[src/rtl/min2_stream_tracker.sv]
// Tracks the two smallest unsigned samples of each FRAME_LEN-sample frame arriving over
// a valid/ready stream, and presents {min1, min2} on a registered valid/ready output.
module min2_stream_tracker #(
    parameter int DATA_W    = 4,
    parameter int FRAME_LEN = 4
) (
    input  logic              sys_clk,
    input  logic              sys_rst,
    input  logic              in_valid,
    output logic              in_ready,
    input  logic [DATA_W-1:0] in_data,
    output logic              out_valid,
    input  logic              out_ready,
    output logic [DATA_W-1:0] out_min1,
    output logic [DATA_W-1:0] out_min2
);

    localparam int                CNT_W    = $clog2(FRAME_LEN + 1);
    localparam logic [CNT_W-1:0]  LAST_CNT = CNT_W'(FRAME_LEN - 1);
    localparam logic [DATA_W-1:0] ALL_ONES = '1;

    typedef enum logic {
        COLLECT,
        HOLD
    } state_t;

    state_t            state, state_next;
    logic [CNT_W-1:0]  cnt, cnt_next;
    logic [DATA_W-1:0] m1, m2, m1_next, m2_next;
    logic [DATA_W-1:0] min1_next, min2_next;
    logic              out_valid_next;

    always_ff @(posedge sys_clk or posedge sys_rst) begin
        if (sys_rst) begin
            state <= COLLECT;
        end else begin
            state <= state_next;
        end
    end

    always_ff @(posedge sys_clk or posedge sys_rst) begin
        if (sys_rst) begin
            cnt       <= '0;
            m1        <= ALL_ONES;
            m2        <= ALL_ONES;
            out_valid <= 1'b0;
            out_min1  <= '0;
            out_min2  <= '0;
        end else begin
            cnt       <= cnt_next;
            m1        <= m1_next;
            m2        <= m2_next;
            out_valid <= out_valid_next;
            out_min1  <= min1_next;
            out_min2  <= min2_next;
        end
    end

    // The frame result is taken from the post-update tracker values so the last
    // sample of the frame participates without an extra cycle.
    always_comb begin
        state_next     = state;
        cnt_next       = cnt;
        m1_next        = m1;
        m2_next        = m2;
        out_valid_next = out_valid;
        min1_next      = out_min1;
        min2_next      = out_min2;
        in_ready       = 1'b0;

        case (state)
            COLLECT: begin
                in_ready = 1'b1;
                if (in_valid) begin
                    if (in_data < m1) begin
                        m2_next = m1;
                        m1_next = in_data;
                    end else if (in_data < m2) begin
                        m2_next = in_data;
                    end
                    cnt_next = cnt + 1'b1;
                    if (cnt == LAST_CNT) begin
                        min1_next      = m1_next;
                        min2_next      = m2_next;
                        out_valid_next = 1'b1;
                        state_next     = HOLD;
                    end
                end
            end
            HOLD: begin
                if (out_valid && out_ready) begin
                    out_valid_next = 1'b0;
                    cnt_next       = '0;
                    m1_next        = ALL_ONES;
                    m2_next        = ALL_ONES;
                    state_next     = COLLECT;
                end
            end
            default: begin
                state_next = COLLECT;
            end
        endcase
    end

endmodule

[config.mk]
export PLATFORM = sky130hd
export DESIGN_NAME = min2_stream_tracker
export DESIGN_NICKNAME = d
export VERILOG_FILES = /design/src/rtl/min2_stream_tracker.sv
export SDC_FILE = /design/constraint.sdc
export NUM_CORES = 1
export LEC_CHECK = 0
export CAP_MARGIN = 5
export CELL_PAD_IN_SITES_DETAIL_PLACEMENT = 1
export CELL_PAD_IN_SITES_GLOBAL_PLACEMENT = 2
export CORE_UTILIZATION = 34
export CTS_CLUSTER_SIZE = 8
export DETAILED_ROUTE_END_ITERATION = 8
export PLACE_DENSITY = 0.83
export SLEW_MARGIN = 10
export SYNTH_ARGS = -nofsm -noshare
export SYNTH_HDL_FRONTEND = slang
export SYNTH_SLANG_ARGS = --single-unit
[constraint.sdc]
create_clock -name sys_clk -period 2.4 [get_ports sys_clk]
set_input_delay 0.72 -clock sys_clk [delete_from_list [all_inputs] [get_ports sys_clk]]
set_output_delay 0.72 -clock sys_clk [all_outputs]
set_load 0.05 [all_outputs]
==> results of run 1 <==
==> synthesized netlist by cell type <==
cell type	number
a22o_1	1
o32a_2	3
buf_2	3
mux2i_1	4
o22ai_1	1
o32a_1	1
a22oi_2	1
and2_1	2
a21oi_2	2
a21o_2	1
a31oi_1	3
o21ai_0	5
o211ai_2	1
nor2_1	3
o211a_1	2
mux2_1	1
buf_6	1
a21o_1	1
o2111ai_2	1
o21ai_4	1
o21a_1	2
nand2_1	15
nand2b_1	1
dfrtp_1	13
inv_1	10
a211oi_2	2
nor2b_1	2
nor3b_2	2
and2_2	1
dfstp_2	8
o32ai_1	2
ha_1	8
a211o_1	1
a21oi_1	4
nand3_1	1
o21ai_1	7
o211ai_1	1
==> power groups by stage <==
stage               Clock (µW)  Combinational [µW]  Sequential, µW
global route               196                 193             385
detailed placement           0                 174             389
global placement             0                 169             389
floorplan                    0                 110             385
finish                     177                 174             384
CTS                        185                 175             383
==> placed cells by master, fill, tap and decap left out, drive strengths merged, types with 3 or more instances in the layout <==
cell type / instances
buf: 17
clkdlybuf4s50: 16
nand2: 15
dfrtp: 13
o21ai: 13
inv: 10
ha: 8
dfstp: 8
a21oi: 6
mux2i: 4
o32a: 4
nor2: 3
a31oi: 3
clkbuf: 3
and2: 3
==> sequential cells by signal, summed over array words and instances (netlist names) <==
name	cells
out_min1	4
m2	4
m1	4
out_min2	4
cnt	3
state	1
out_valid	1
==> kinds of logic (layout without fill, tap and decap cells) <==
logic type | after synthesis | in the layout | share of synthesized area
adder cells (fa/ha/maj) | 8 | 8 | 0.0815
buffers and inverters | 14 | 48 | 0.0519
AND/OR/NAND/NOR | 27 | 27 | 0.111
AO/OA/AOI/OAI | 43 | 43 | 0.278
multiplexers | 5 | 5 | 0.0418
flip-flops | 21 | 21 | 0.436
==> layout make-up <==
class,count,area share
inverters,10,0.0236
well taps,46,0.0362
multi-input cells,83,0.397
flip-flops and latches,21,0.337
repair buffers,34,0.189
clock inverters,1,0.00315
clock buffers,3,0.0142
==> stage by stage <==
stage | setup TNS (ps) | utilization | hold WS, ps
4_1_cts | 0 | 0.468 | 503
5_1_grt | 0 | 0.469 | 535
2_1_floorplan | 0 | - | 466
3_3_place_gp | -1310 | 0.460 | 470
6_report | 0 | 0.469 | 494
3_5_place_dp | -2170 | 0.460 | 476
==> per-layer routing <==
layer | share of wire | vias up | routed length, µm | track usage
li1 | - | 496 | - | -
met1 | 0.46 | 533 | 1390 | 0.217
met2 | 0.51 | 11 | 1520 | 0.309
met3 | 0.023 | 2 | 69 | 0.0349
met4 | 0.0073 | 0 | 22 | 0.0378
met5 | 0 | - | 0 | 0
==> final timing paths <==
| kind | start | to | slack [ps] | cells past startpoint |
|---|---|---|---|---|
| worst max-delay path | out_valid | out_valid | 150 | 1 |
| worst min-delay path | out_min1[1] | out_min1[1] | 490 | 2 |
| worst max register to register | m1[3] | out_min2[1] | 430 | 7 |
| worst min register to register | out_min1[1] | out_min1[1] | 490 | 2 |
| max in group asynchronous | sys_rst | m2[3] | 1420 | 3 |
| min in group asynchronous | sys_rst | out_min1[2] | 720 | 3 |
==> key figures, run 1 <==
Critical path
  • CP required: 1680 ps
  • Startpoint class of the critical path: flop
  • Crit path largest cell delay: 820 ps
  • Cell Chain, Critical Path: clkdlybuf4s50_1
  • Critical-path maximum fanout: 4
  • CP arrival: 1530 ps
  • CP Class: flop to primary output
  • Slowest CP cell: clkdlybuf4s50_1
  • Crit path buffers/inverters: 1
  • CP Capture Type: primary output
  • Crit path max-delay family: buffers and inverters

Floorplanning
  • Die W: 62.1 µm
  • Die Ht: 62.1 µm
  • Site Rows: 21
  • Area of the core: 3390 µm²
  • Initial core utilization: 0.362
  • Die Area: 3860 µm²
  • Io pins: 18

Logic synthesis
  • Gate count of the mapped netlist: 118
  • Synth cell types: 37
  • Seq cells post-synth: 21
  • Syn_area_per_cell: 10.4 µm²
  • Top cells by area, synth: dfrtp_1 (26%), dfstp_2 (17%), ha_1 (8.1%), nand2_1 (4.6%), mux2i_1 (3.3%)
  • Yosys top cell area share: 0.265
  • Seq/Total Area, Yosys: 0.436
  • YS warnings: 0
  • Post-Syn Area: 1230 µm²
  • Post-synthesis net count: 134
  • Largest area contributor in the netlist: dfrtp_1

Final layout
  • Ratio of cells with drive above 1 in the final layout: 0.296
  • Design Area, Final: 1590 µm²
  • Fill cells: 389
  • Diode count: 0
  • Register area: 536 µm²
  • Multi-input gate area: 631 µm²
  • Layout Nets: 169
  • Area Growth Syn to Fin: 29.3%
  • Cell Count, Final, Fillers Out: 198

Placement
  • Placed cell areas: 1560 µm²
  • Routability cong.: 0.809
  • Post-DP HPWL: 2.42 mm
  • Inst Count DP: 194
  • Pre-CTS worst setup slack: -266 ps
  • Port Buffers: 17

Timing
  • Final min period: 2250 ps
  • Relative slew margins: 0.665
  • Max Slew Vio Count: 0
  • Tightest Pin Transition: 501 ps
  • Worst Setup Slack, final: 150 ps
  • Clk_skew: 0.920 ps
  • Final Hold Fails: 0
  • Crit share post-route: 0.938
  • Setup-failing EPs final: 0
  • RSZ-0062 raised after global routing: no
  • Max Fclk: 0.444 GHz

Global route
  • Total gr overflow: 0
  • Initial antenna violation count: 0
  • Pin count of the biggest net entering global routing: 22
  • First-pass GRT wire length: 5.37 mm
  • Vias in the first global route: 1,169
  • Gr usage total: 0.174

Clock tree
  • Clock Sink Count: 21
  • Clk slew on worst S/H paths: 120 ps
  • TritonCTS clock tree: built
  • Clk buf depth: 2
  • CTS Hold Bufs: 0
  • Root Buffer Master: clkbuf_4
  • Postcts setup bufs: 0
  • Number of H-tree levels: 1
  • Cts bufs inserted: 3
  • Clk_lat worst skew: 320 ps
  • Post-CTS sizing: 0

Routing
  • Via count: 1,042
  • Drt total wl: 3.00 mm
  • DRT iter0 DRCs: 14
  • Routed len/inst: 15.2 µm
  • Vias/cell: 5.26
  • DR DRC count: 0
  • Pre-antenna DRT Iters: 4
  • Antenna Nets Post-Route: 0

Pwr
  • Leakage: 0.000743 µW
  • Peak VDD IR: 0.324 mV
  • Pwr Total: 734 µW
  • Sequential power share: 0.522
  • Switching Share: 0.291
  • Clock power frac: 0.241
  • Pwr Density: 462 nW/µm²
  • Internal: 521 µW
  • Switch Pwr: 213 µW
  • Logic gate share of total power: 0.237

Worst hold path
  • Hold Crit Class: flop to flop

Flow run
  • Max Cap Violations: 0

Outcome
  • Outcome: complete, no violations
Power figures use the tool's default switching activity.
==> run 2, diff against run 1 <==
Settings changed: MAX_ROUTING_LAYER set to met4, SLEW_MARGIN 10 to 20.
Clock period 2.4 ns to 2.5 ns, I/O delays scaled along.
==> key figures, run 2 (same netlist as run 1, synthesis figures left out) <==
Outcome
  • Outcome: complete, no violations

Floorplanning
  • Die W: 62.1 µm
  • Die Ht: 62.1 µm
  • Io pins: 18
  • Initial core utilization: 0.362
  • Site Rows: 21
  • Area of the core: 3390 µm²
  • Die Area: 3860 µm²

Timing
  • Setup-failing EPs final: 0
  • Clk_skew: 9.26 ps
  • Relative slew margins: 0.665
  • Max Fclk: 0.420 GHz
  • Fin Hold WS: 495 ps
  • Max Slew Vio Count: 0
  • Final Hold Fails: 0
  • Final min period: 2380 ps
  • Tightest Pin Transition: 501 ps
  • RSZ-0062 raised after global routing: no
  • Crit share post-route: 0.953

Placement
  • Post-DP HPWL: 2.40 mm
  • Port Buffers: 17
  • Routability cong.: 0.817

Global route
  • Initial antenna violation count: 0
  • Total gr overflow: 0
  • Gr usage total: 0.176
  • Vias in the first global route: 1,092
  • Pin count of the biggest net entering global routing: 22
  • First-pass GRT wire length: 5.28 mm

Critical path
  • Crit path buffers/inverters: 2
  • CP Class: flop to primary output
  • Slowest CP cell: clkdlybuf4s50_1
  • Crit path largest cell delay: 800 ps
  • CP Capture Type: primary output
  • Cell Chain, Critical Path: inv_1 -> clkdlybuf4s50_1
  • CP required: 1750 ps
  • Crit path max-delay family: buffers and inverters
  • Startpoint class of the critical path: flop
  • CP arrival: 1630 ps
  • Critical-path maximum fanout: 5

Final layout
  • Ratio of cells with drive above 1 in the final layout: 0.285
  • Commonest non-fill, non-tap cell in the layout: clkdlybuf4s50_1
  • Area Growth Syn to Fin: 28.4%
  • Diode count: 0
  • Most frequent cells in the layout: clkdlybuf4s50_1 (17), buf_4 (16), nand2_1 (15)
  • Layout Nets: 168

Routing
  • Antenna Nets Post-Route: 0
  • Vias/cell: 5.23
  • DRT iter0 DRCs: 28
  • Pre-antenna DRT Iters: 4
  • Routed len/inst: 15.5 µm
  • Drt total wl: 3.05 mm
  • DR DRC count: 0
  • Via count: 1,030

Clock tree
  • Clock Sink Count: 21
  • Clk buf depth: 2
  • Root Buffer Master: clkbuf_4
  • Post-CTS sizing: 0
  • CTS Hold Bufs: 0
  • Number of H-tree levels: 1
  • Clk slew on worst S/H paths: 120 ps
  • Postcts setup bufs: 0
  • Cts bufs inserted: 3
  • Clk_lat worst skew: 310 ps
  • TritonCTS clock tree: built

Pwr
  • Peak VDD IR: 0.227 mV
  • Pwr Total: 696 µW
  • Pwr Density: 441 nW/µm²
  • Leakage: 0.000719 µW

Worst hold path
  • Hold Crit Class: flop to flop

Flow run
  • Max Cap Violations: 0
run 2: where the power goes:
part | switching [µW] | internal (µW) | total (µW)
clock | 101 | 59.7 | 161
combinational | 86.0 | 81.3 | 167
sequential | 11.1 | 357 | 368
run 2: area by class of cell:
class | instances | area [µm²]
Timing Repair Buffer | 33 | 290
Fill cell | 382 | 1810
Inverter | 10 | 37.5
Tap cell | 46 | 57.6
Multi-Input combinational cell | 83 | 629
Clock inverter | 1 | 5.00
Clock buffer | 3 | 22.5
Sequential cell | 21 | 536
run 2: stage by stage:
step | TNS (ps) | util | std cells | cell area [µm²] | setup slack [ps]
2_1_floorplan | 0 | - | 118 | 1230 | 476
3_3_place_gp | -517 | 0.457 | 193 | 1550 | -128
3_5_place_dp | -1490 | 0.457 | 193 | 1550 | -246
4_1_cts | 0 | 0.465 | 197 | 1580 | 92.1
5_1_grt | 0 | 0.465 | 197 | 1580 | 30.1
6_report | 0 | 0.465 | 197 | 1580 | 118
run 2: tightest hold or removal path, delay by kind of cell (launching register included):
kind	cells	cell delay (ps)
simple gates	1	50
flops	1	360
compound gates	1	60
run 2: metal layers:
metal  track usage  share of wire
met3        0.0404          0.028
met4        0.0262         0.0046
met2         0.291           0.49
met1         0.225           0.47
met5             -              0
run 2: path summary, 6_finish.rpt:
check | startpoint | to | slack (ps) | depth (start not counted)
setup / recovery | state | in_ready | 120 | 2
setup reg to reg | m1[3] | out_min1[2] | 480 | 6
min in group asynchronous | sys_rst | out_min1[2] | 760 | 3
hold / removal | out_min1[1] | out_min1[1] | 490 | 2
max in group asynchronous | sys_rst | m1[1] | 1460 | 3
hold reg to reg | out_min1[1] | out_min1[1] | 490 | 2
==> run 3, diff against run 2 <==
Settings changed: SLEW_MARGIN 20 to unset.
==> results of run 3 <==
Same layout as run 2: the final DEF is identical, and so are final timing and power.
